## src/rtl/ntt_vec_scheduler_if.sv

```systemverilog
// ntt_vec_scheduler_if
//   Bundles every non-clock signal of the NTT vector scheduler: the host control
//   handshake (start/busy/done/err), the NTT core side, the host RAM port and
//   the shared coefficient RAM port.
//   Modports:
//     slave  - the scheduler itself (consumes start/core/host requests, drives RAM)
//     master - the surrounding wrapper / core / RAM model
//   Parameter KYBER_K must match the scheduler instance; RAM_AW = $clog2(KYBER_K) + 8.
interface ntt_vec_scheduler_if #(
    parameter int KYBER_K = 2
);
    localparam int IDX_W  = $clog2(KYBER_K);
    localparam int RAM_AW = IDX_W + 8;

    // control handshake
    logic              start;
    logic [2:0]        vec_len;
    logic              busy;
    logic              done;
    logic              err;
    // NTT core side
    logic              ntt_enable;
    logic              ntt_done;
    logic [7:0]        core_raddr;
    logic [7:0]        core_waddr;
    logic              core_wen;
    logic [15:0]       core_wdata;
    logic [15:0]       core_rdata;
    // host (AXI loader) side
    logic              host_req;
    logic              host_gnt;
    logic [RAM_AW-1:0] host_addr;
    logic              host_wen;
    logic [15:0]       host_wdata;
    logic [15:0]       host_rdata;
    // shared coefficient RAM
    logic [RAM_AW-1:0] ram_raddr;
    logic [RAM_AW-1:0] ram_waddr;
    logic              ram_wen;
    logic [15:0]       ram_wdata;
    logic [15:0]       ram_rdata;

    modport slave (
        input  start, vec_len, ntt_done, core_raddr, core_waddr, core_wen, core_wdata,
               host_req, host_addr, host_wen, host_wdata, ram_rdata,
        output busy, done, err, ntt_enable, core_rdata, host_gnt, host_rdata,
               ram_raddr, ram_waddr, ram_wen, ram_wdata
    );

    modport master (
        output start, vec_len, ntt_done, core_raddr, core_waddr, core_wen, core_wdata,
               host_req, host_addr, host_wen, host_wdata, ram_rdata,
        input  busy, done, err, ntt_enable, core_rdata, host_gnt, host_rdata,
               ram_raddr, ram_waddr, ram_wen, ram_wdata
    );
endinterface

```

## src/rtl/ntt_vec_scheduler.sv

```systemverilog
// ntt_vec_scheduler
//   Runs the single-polynomial NTT core over a vector of 1..KYBER_K polynomials
//   stored back to back in one shared coefficient RAM. The core is kicked once
//   per polynomial and its 8-bit coefficient addresses are prefixed with the
//   current polynomial index. The host loader owns the RAM only while idle.
//   Ports:
//     clk      - rising-edge clock
//     reset_n  - synchronous active-low reset (also resets the core externally)
//     bus      - ntt_vec_scheduler_if.slave: start/vec_len/busy/done/err,
//                core enable/done/address/data, host req/gnt/address/data,
//                RAM read/write address, write enable, write/read data
//   Optional feature: define NTT_SCHED_TIMEOUT_EN to enable a per-polynomial
//   watchdog of TIMEOUT_CYCLES; without it err is tied low and RUN waits forever.
module ntt_vec_scheduler #(
    parameter int KYBER_K        = 2,
    parameter int KYBER_N        = 256,
    parameter int TIMEOUT_CYCLES = 4096
) (
    input  logic              clk,
    input  logic              reset_n,
    ntt_vec_scheduler_if.slave bus
);
    localparam int IDX_W  = $clog2(KYBER_K);
    localparam int RAM_AW = IDX_W + 8;

    // The core address width is hard-wired to 8 bits, so only N=256 works.
    if (KYBER_K < 2 || KYBER_K > 4 || KYBER_N != 256 || TIMEOUT_CYCLES < 2) begin : g_bad_param
        $error("ntt_vec_scheduler: unsupported parameter set");
    end

    typedef enum logic [2:0] {S_IDLE, S_KICK, S_RUN, S_NEXT, S_DONE} state_t;

    state_t           state_q;
    logic [IDX_W-1:0] poly_idx_q;
    logic [IDX_W-1:0] last_q;
    logic [IDX_W-1:0] last_d;
    logic [2:0]       n_clamp;
    logic             busy_q;
    logic             done_q;
    logic             kick_q;
    logic             ntt_done_q;
    logic             done_rise;

    // Clamp the requested length; last_d is only used when n_clamp != 0.
    always_comb begin
        n_clamp = (bus.vec_len > 3'(KYBER_K)) ? 3'(KYBER_K) : bus.vec_len;
        last_d  = IDX_W'(n_clamp - 3'd1);
    end

    // The core holds done as a level, so only a fresh rising edge advances RUN.
    assign done_rise = bus.ntt_done & ~ntt_done_q;

`ifdef NTT_SCHED_TIMEOUT_EN
    // Counter is 0 in the first RUN cycle, so matching TIMEOUT_CYCLES-2 puts
    // DONE exactly TIMEOUT_CYCLES cycles after the kick cycle.
    localparam logic [15:0] TMO_LAST = 16'(TIMEOUT_CYCLES - 2);
    logic [15:0] tmo_q;
    logic        err_q;

    always_ff @(posedge clk) begin
        if (!reset_n) begin
            tmo_q <= '0;
        end else if (state_q == S_KICK) begin
            tmo_q <= '0;
        end else if (state_q == S_RUN) begin
            tmo_q <= tmo_q + 16'd1;
        end
    end

    assign bus.err = err_q;
`else
    assign bus.err = 1'b0;
`endif

    always_ff @(posedge clk) begin
        if (!reset_n) begin
            state_q    <= S_IDLE;
            poly_idx_q <= '0;
            last_q     <= '0;
            busy_q     <= 1'b0;
            done_q     <= 1'b0;
            kick_q     <= 1'b0;
            ntt_done_q <= 1'b0;
`ifdef NTT_SCHED_TIMEOUT_EN
            err_q      <= 1'b0;
`endif
        end else begin
            ntt_done_q <= bus.ntt_done;
            done_q     <= 1'b0;
            kick_q     <= 1'b0;
            case (state_q)
                S_IDLE: begin
                    if (bus.start) begin
                        busy_q     <= 1'b1;
                        poly_idx_q <= '0;
                        last_q     <= last_d;
`ifdef NTT_SCHED_TIMEOUT_EN
                        err_q      <= 1'b0;
`endif
                        if (n_clamp == 3'd0) begin
                            state_q <= S_DONE;
                            done_q  <= 1'b1;
                        end else begin
                            state_q <= S_KICK;
                            kick_q  <= 1'b1;
                        end
                    end
                end
                S_KICK: state_q <= S_RUN;
                S_RUN: begin
                    if (done_rise) begin
                        state_q <= S_NEXT;
                    end
`ifdef NTT_SCHED_TIMEOUT_EN
                    else if (tmo_q == TMO_LAST) begin
                        state_q <= S_DONE;
                        done_q  <= 1'b1;
                        err_q   <= 1'b1;
                    end
`endif
                end
                // One cycle with enable low lets the core drop its done level.
                S_NEXT: begin
                    if (poly_idx_q == last_q) begin
                        state_q <= S_DONE;
                        done_q  <= 1'b1;
                    end else begin
                        poly_idx_q <= poly_idx_q + 1'b1;
                        state_q    <= S_KICK;
                        kick_q     <= 1'b1;
                    end
                end
                S_DONE: begin
                    busy_q  <= 1'b0;
                    state_q <= S_IDLE;
                end
                default: state_q <= S_IDLE;
            endcase
        end
    end

    assign bus.busy       = busy_q;
    assign bus.done       = done_q;
    assign bus.ntt_enable = kick_q;

    // A simultaneous start beats the host so the vector run cannot be raced.
    assign bus.host_gnt   = (state_q == S_IDLE) & bus.host_req & ~bus.start;
    assign bus.core_rdata = bus.ram_rdata;
    assign bus.host_rdata = bus.ram_rdata;

    always_comb begin
        bus.ram_raddr = bus.host_addr;
        bus.ram_waddr = bus.host_addr;
        bus.ram_wdata = bus.host_wdata;
        bus.ram_wen   = 1'b0;
        if (state_q != S_IDLE) begin
            bus.ram_raddr = {poly_idx_q, bus.core_raddr};
            bus.ram_waddr = {poly_idx_q, bus.core_waddr};
            bus.ram_wdata = bus.core_wdata;
            bus.ram_wen   = bus.core_wen;
        end else if (bus.host_gnt) begin
            bus.ram_wen   = bus.host_wen;
        end
    end

    // RAM_AW kept for readability of the address concatenation width.
    if (RAM_AW != IDX_W + 8) begin : g_bad_aw
        $error("ntt_vec_scheduler: RAM_AW inconsistent");
    end
endmodule

```

## src/flat_wrapper.sv

```systemverilog
// flat-port wrapper written by rule: the top's interface ports become plain ports
module ntt_vec_scheduler_flat 
#(
    parameter int KYBER_K        = 2,
    parameter int KYBER_N        = 256,
    parameter int TIMEOUT_CYCLES = 4096
)
  (clk, reset_n, bus_start, bus_vec_len, bus_ntt_done, bus_core_raddr, bus_core_waddr, bus_core_wen, bus_core_wdata, bus_host_req, bus_host_addr, bus_host_wen, bus_host_wdata, bus_ram_rdata, bus_busy, bus_done, bus_err, bus_ntt_enable, bus_core_rdata, bus_host_gnt, bus_host_rdata, bus_ram_raddr, bus_ram_waddr, bus_ram_wen, bus_ram_wdata);
  ntt_vec_scheduler_if #(.KYBER_K(KYBER_K)) bus_i ();
  input  logic clk;
  input  logic reset_n;
  input wire logic [$bits(bus_i.start)-1:0] bus_start;
  input wire logic [$bits(bus_i.vec_len)-1:0] bus_vec_len;
  input wire logic [$bits(bus_i.ntt_done)-1:0] bus_ntt_done;
  input wire logic [$bits(bus_i.core_raddr)-1:0] bus_core_raddr;
  input wire logic [$bits(bus_i.core_waddr)-1:0] bus_core_waddr;
  input wire logic [$bits(bus_i.core_wen)-1:0] bus_core_wen;
  input wire logic [$bits(bus_i.core_wdata)-1:0] bus_core_wdata;
  input wire logic [$bits(bus_i.host_req)-1:0] bus_host_req;
  input wire logic [$bits(bus_i.host_addr)-1:0] bus_host_addr;
  input wire logic [$bits(bus_i.host_wen)-1:0] bus_host_wen;
  input wire logic [$bits(bus_i.host_wdata)-1:0] bus_host_wdata;
  input wire logic [$bits(bus_i.ram_rdata)-1:0] bus_ram_rdata;
  output wire logic [$bits(bus_i.busy)-1:0] bus_busy;
  output wire logic [$bits(bus_i.done)-1:0] bus_done;
  output wire logic [$bits(bus_i.err)-1:0] bus_err;
  output wire logic [$bits(bus_i.ntt_enable)-1:0] bus_ntt_enable;
  output wire logic [$bits(bus_i.core_rdata)-1:0] bus_core_rdata;
  output wire logic [$bits(bus_i.host_gnt)-1:0] bus_host_gnt;
  output wire logic [$bits(bus_i.host_rdata)-1:0] bus_host_rdata;
  output wire logic [$bits(bus_i.ram_raddr)-1:0] bus_ram_raddr;
  output wire logic [$bits(bus_i.ram_waddr)-1:0] bus_ram_waddr;
  output wire logic [$bits(bus_i.ram_wen)-1:0] bus_ram_wen;
  output wire logic [$bits(bus_i.ram_wdata)-1:0] bus_ram_wdata;
  assign bus_i.start = bus_start;
  assign bus_i.vec_len = bus_vec_len;
  assign bus_i.ntt_done = bus_ntt_done;
  assign bus_i.core_raddr = bus_core_raddr;
  assign bus_i.core_waddr = bus_core_waddr;
  assign bus_i.core_wen = bus_core_wen;
  assign bus_i.core_wdata = bus_core_wdata;
  assign bus_i.host_req = bus_host_req;
  assign bus_i.host_addr = bus_host_addr;
  assign bus_i.host_wen = bus_host_wen;
  assign bus_i.host_wdata = bus_host_wdata;
  assign bus_i.ram_rdata = bus_ram_rdata;
  assign bus_busy = bus_i.busy;
  assign bus_done = bus_i.done;
  assign bus_err = bus_i.err;
  assign bus_ntt_enable = bus_i.ntt_enable;
  assign bus_core_rdata = bus_i.core_rdata;
  assign bus_host_gnt = bus_i.host_gnt;
  assign bus_host_rdata = bus_i.host_rdata;
  assign bus_ram_raddr = bus_i.ram_raddr;
  assign bus_ram_waddr = bus_i.ram_waddr;
  assign bus_ram_wen = bus_i.ram_wen;
  assign bus_ram_wdata = bus_i.ram_wdata;
  ntt_vec_scheduler #(.KYBER_K(KYBER_K), .KYBER_N(KYBER_N), .TIMEOUT_CYCLES(TIMEOUT_CYCLES)) u_core (.clk(clk), .reset_n(reset_n), .bus(bus_i));
endmodule
```

## config.mk

```make
export PLATFORM = sky130hd
export DESIGN_NAME = ntt_vec_scheduler_flat
export DESIGN_NICKNAME = d
export VERILOG_FILES = /design/src/rtl/ntt_vec_scheduler_if.sv /design/src/rtl/ntt_vec_scheduler.sv /design/src/flat_wrapper.sv
export SDC_FILE = /design/constraint.sdc
export NUM_CORES = 1
export LEC_CHECK = 0
export ABC_AREA = 0
export BUFFER_PORTS_ARGS = -buffer_cell sky130_fd_sc_hd__buf_2
export CORE_ASPECT_RATIO = 1.25
export CORE_MARGIN = 2
export CORE_UTILIZATION = 32
export DETAILED_ROUTE_END_ITERATION = 16
export PLACE_DENSITY_LB_ADDON = 0.3
export SETUP_SLACK_MARGIN = 0.15
export SKIP_LAST_GASP = 1
export SYNTH_ARGS = -nofsm -noshare
export SYNTH_HDL_FRONTEND = slang
export SYNTH_SLANG_ARGS = --single-unit
```

## constraint.sdc

```tcl
create_clock -name clk -period 3.5 [get_ports clk]
set_clock_uncertainty 0.05 [all_clocks]
set_input_delay 0.35 -clock clk [delete_from_list [all_inputs] [get_ports clk]]
set_output_delay 0.35 -clock clk [all_outputs]
set_load 0.01 [all_outputs]
```

==> impl_metrics.sql <==
INSERT INTO impl_metrics (metric_group, metric, value, unit) VALUES
('status', 'outcome', 'finished, final reports clean', ''),
('critical_path', 'maximum_fanout_encountered_on_the_critical_timing_path', '36', ''),
('timing', 'timing_worst_slew_pin_value', '1.13', 'ns'),
('routing', 'antenna_violating_nets_post_route', '0', ''),
('global_routing', 'grt_pass1_wl', '4.64', 'mm'),
('die', 'core_region_area', '3190', 'um2'),
('logic_synthesis', 'synth.largest_area_cell', 'nand2_1', ''),
('power', 'leakagePower', '0.895', 'nW'),
('logic_synthesis', 'synth_sequential_area_ratio', '17.1', '%'),
('worst_hold_path', 'hold_end', 'u_core.last_q', ''),
('die', 'pin_count', '155', ''),
('timing', 'grt_setup_unrepaired', 'no', ''),
('timing', 'slew_headroom', '24.7', '%'),
('clocking', 'cts_inserted_buffers', '3', ''),
('critical_path', 'r2r_cells', '3', ''),
('global_routing', 'maximum_number_of_pins_on_one_net_before_global_route_repair', '37', ''),
('routing', 'via_cell_ratio', '4.53', ''),
('critical_path', 'timing.rr.start', 'u_core.state_q[0]', ''),
('power', 'power.combinational.fraction', '68.0', '%'),
('logic_synthesis', 'postSynthNetCount', '267', ''),
('layout', 'area.sequential', '180', 'um2'),
('logic_synthesis', 'ys_seq_elements', '9', ''),
('timing', 'timing.fmax', '411', 'MHz'),
('die', 'chipWidth', '55.4', 'um'),
('die', 'floorplan.initialDensity', '33.1', '%'),
('routing', 'detail_route.iter0.violations', '61', ''),
('logic_synthesis', 'cells_after_synthesis', '184', ''),
('critical_path', 'crit_chain', 'or3_1, nand2_1, nand2_1, buf_2', ''),
('clocking', 'post_cts.repair.setup_buffers', '0', ''),
('timing', 'post-route-min-period', '2.44', 'ns'),
('worst_hold_path', 'hold_path_depth', '2', ''),
('clocking', 'cts_repair_resize_count', '0', ''),
('critical_path', 'cp_data_required_time', '3.10', 'ns'),
('power', 'power.share.clock', '15.1', '%'),
('routing', 'detailedRoute.firstPassIterationCount', '6', ''),
('clocking', 'clk_transition_reported_paths', '0.05', 'ns'),
('die', 'die_h', '68.2', 'um'),
('logic_synthesis', 'yosys.cell_types.count', '27', ''),
('placement', 'gp_routability_congestion', '0.859', ''),
('die', 'row_count', '23', ''),
('placement', 'place_inst', '284', ''),
('power', 'power.share.sequential', '16.9', '%'),
('logic_synthesis', 'post_synth_main_area_contributors', 'nand2_1 33%, buf_4 24%, dfxtp_1 17%', ''),
('worst_hold_path', 'holdCritStartpoint', 'bus_vec_len[0]', ''),
('clocking', 'cts_tree', 'built', ''),
('clocking', 'clk-insertion-delay-late', '0.24', 'ns'),
('critical_path', 'endpoint_kind', 'primary output', ''),
('layout', 'diodes', '0', ''),
('power', 'power.share.switching', '48.6', '%'),
('placement', 'hpwlAfterDp', '2.64', 'mm'),
('layout', 'final_cells', '288', ''),
('power', 'worst_ir_drop_vdd', '0.348', 'mV'),
('worst_hold_path', 'min-delay-path-class', 'in2reg', ''),
('clocking', 'htreeDepth', '1', ''),
('routing', 'drc_violations_left', '0', ''),
('logic_synthesis', 'yosysWarningCount', '0', ''),
('critical_path', 'cpMaxStageDelayCell', 'or3_1', ''),
('logic_synthesis', 'synth.cell_area', '1060', 'um2'),
('timing', 'period_utilisation_layout', '69.6', '%'),
('critical_path', 'cp.buffers_inverters', '1', ''),
('layout', 'drive_above_1_share', '43.8', '%'),
('clocking', 'cts-hold-fix-buffers', '0', ''),
('critical_path', 'cp_data_arrival_time', '2.04', 'ns'),
('timing', 'finalMaxSlewViolations', '0', ''),
('layout', 'fillCellCount', '376', ''),
('run', 'cap_violations', '0', ''),
('critical_path', 'family_of_cells_with_the_greatest_summed_delay_on_the_critical_path', 'simple AND/OR/NAND/NOR gates', ''),
('timing', 'hold_violations', '0', ''),
('clocking', 'max-clock-path-buffers', '2', ''),
('power', 'internal_power', '0.417', 'mW'),
('critical_path', 'cpMostUsedCell', 'nand2_1', '');
Yosys cell counts:
master and count:
a2111oi_0 1, a211oi_1 1, a21oi_1 4, a311o_1 1, a311oi_1 1, and2_1 1
and3_1 2, and3b_1 1, buf_2 4, buf_4 34, buf_6 1, clkbuf_1 4
conb_1 1, dfxtp_1 9, inv_1 3, nand2_1 94, nand2b_1 2, nand3_1 1
nand3b_1 2, nand4_1 1, nor2_1 8, nor3_1 2, o21ai_0 1, o32a_1 1
or3_1 2, xnor2_1 1, xor2_1 1
worst max path at each step:
stage / start / end / slack, ns / cells after the start
4_1_cts: u_core.state_q[1] / bus_ram_raddr[8] / 1.06 / 4
2_1_floorplan: u_core.state_q[0] / bus_ram_raddr[0] / 1.83 / 6
3_5_place_dp: u_core.state_q[1] / bus_ram_raddr[8] / 1.29 / 4
5_1_grt: u_core.state_q[1] / bus_ram_waddr[8] / 0.87 / 4
6_report: u_core.state_q[1] / bus_ram_raddr[8] / 1.06 / 4
3_3_place_gp: u_core.state_q[1] / bus_ram_waddr[8] / 1.30 / 4
area by class of cell:
class	count	share of cell area [%]
Timing Repair Buffer	106	38.5
Inverter	3	0.814
Multi-Input combinational cell	129	41.0
Tap cell	37	3.35
Clock buffer	4	3.25
Sequential cell	9	13.0
state kept, by name (all words and copies together), names as in the netlist:
register and count:
u_core.poly_idx_q 1, u_core.bus.done 1, u_core.ntt_done_q 1, u_core.state_q 3, u_core.last_q 1, u_core.bus.ntt_enable 1, u_core.bus.busy 1
power by group through the flow:
stage	registers, mW	clock network, mW	logic [mW]
4_1_cts	0.136	0.127	0.561
3_5_place_dp	0.139	0	0.559
6_report	0.137	0.122	0.552
3_3_place_gp	0.137	0	0.559
5_1_grt	0.139	0.130	0.625
2_1_floorplan	0.129	0	0.396
cell families after synthesis:
kind of cell / after synthesis / share of synthesized area, %
xor gates and xnor gates: 2 / 1.66
and+or+nand+nor: 116 / 44.7
other: 1 / 0.355
DFF: 9 / 17.1
buffers and inverters: 46 / 29.6
AOI/OAI and AO/OA: 10 / 6.64
layer usage:
layer | vias up | global-route usage (%) | share of wire [%]
met1 | 547 | 17.5 | 40
met3 | 3 | 5.10 | 11
li1 | 675 | - | -
met2 | 80 | 25.9 | 48
met5 | - | 0 | 0
met4 | 0 | 7.93 | 0.95
per-stage QoR:
step	hold WS [ns]	util (%)	power [mW]	instance area (um2)	worst slack (ns)
6_report	0.279	43.3	0.812	1380	1.06
5_1_grt	0.293	43.3	0.895	1380	0.872
4_1_cts	0.274	43.3	0.824	1380	1.06
3_5_place_dp	0.454	41.9	0.698	1340	1.29
3_3_place_gp	0.445	41.9	0.697	1340	1.30
2_1_floorplan	0.407	-	0.525	1060	1.83
cell usage in the layout, fill, tap and decap left out, types with 2 or more instances in the layout:
cell / count
nand3b_1: 2
a21oi_1: 4
inv_1: 3
buf_2: 105
nand2b_1: 2
dfxtp_1: 9
or3_1: 2
clkbuf_8: 3
and3_1: 2
nor2_1: 8
nand2_1: 94
No activity file was read; power rests on OpenSTA's default activity.
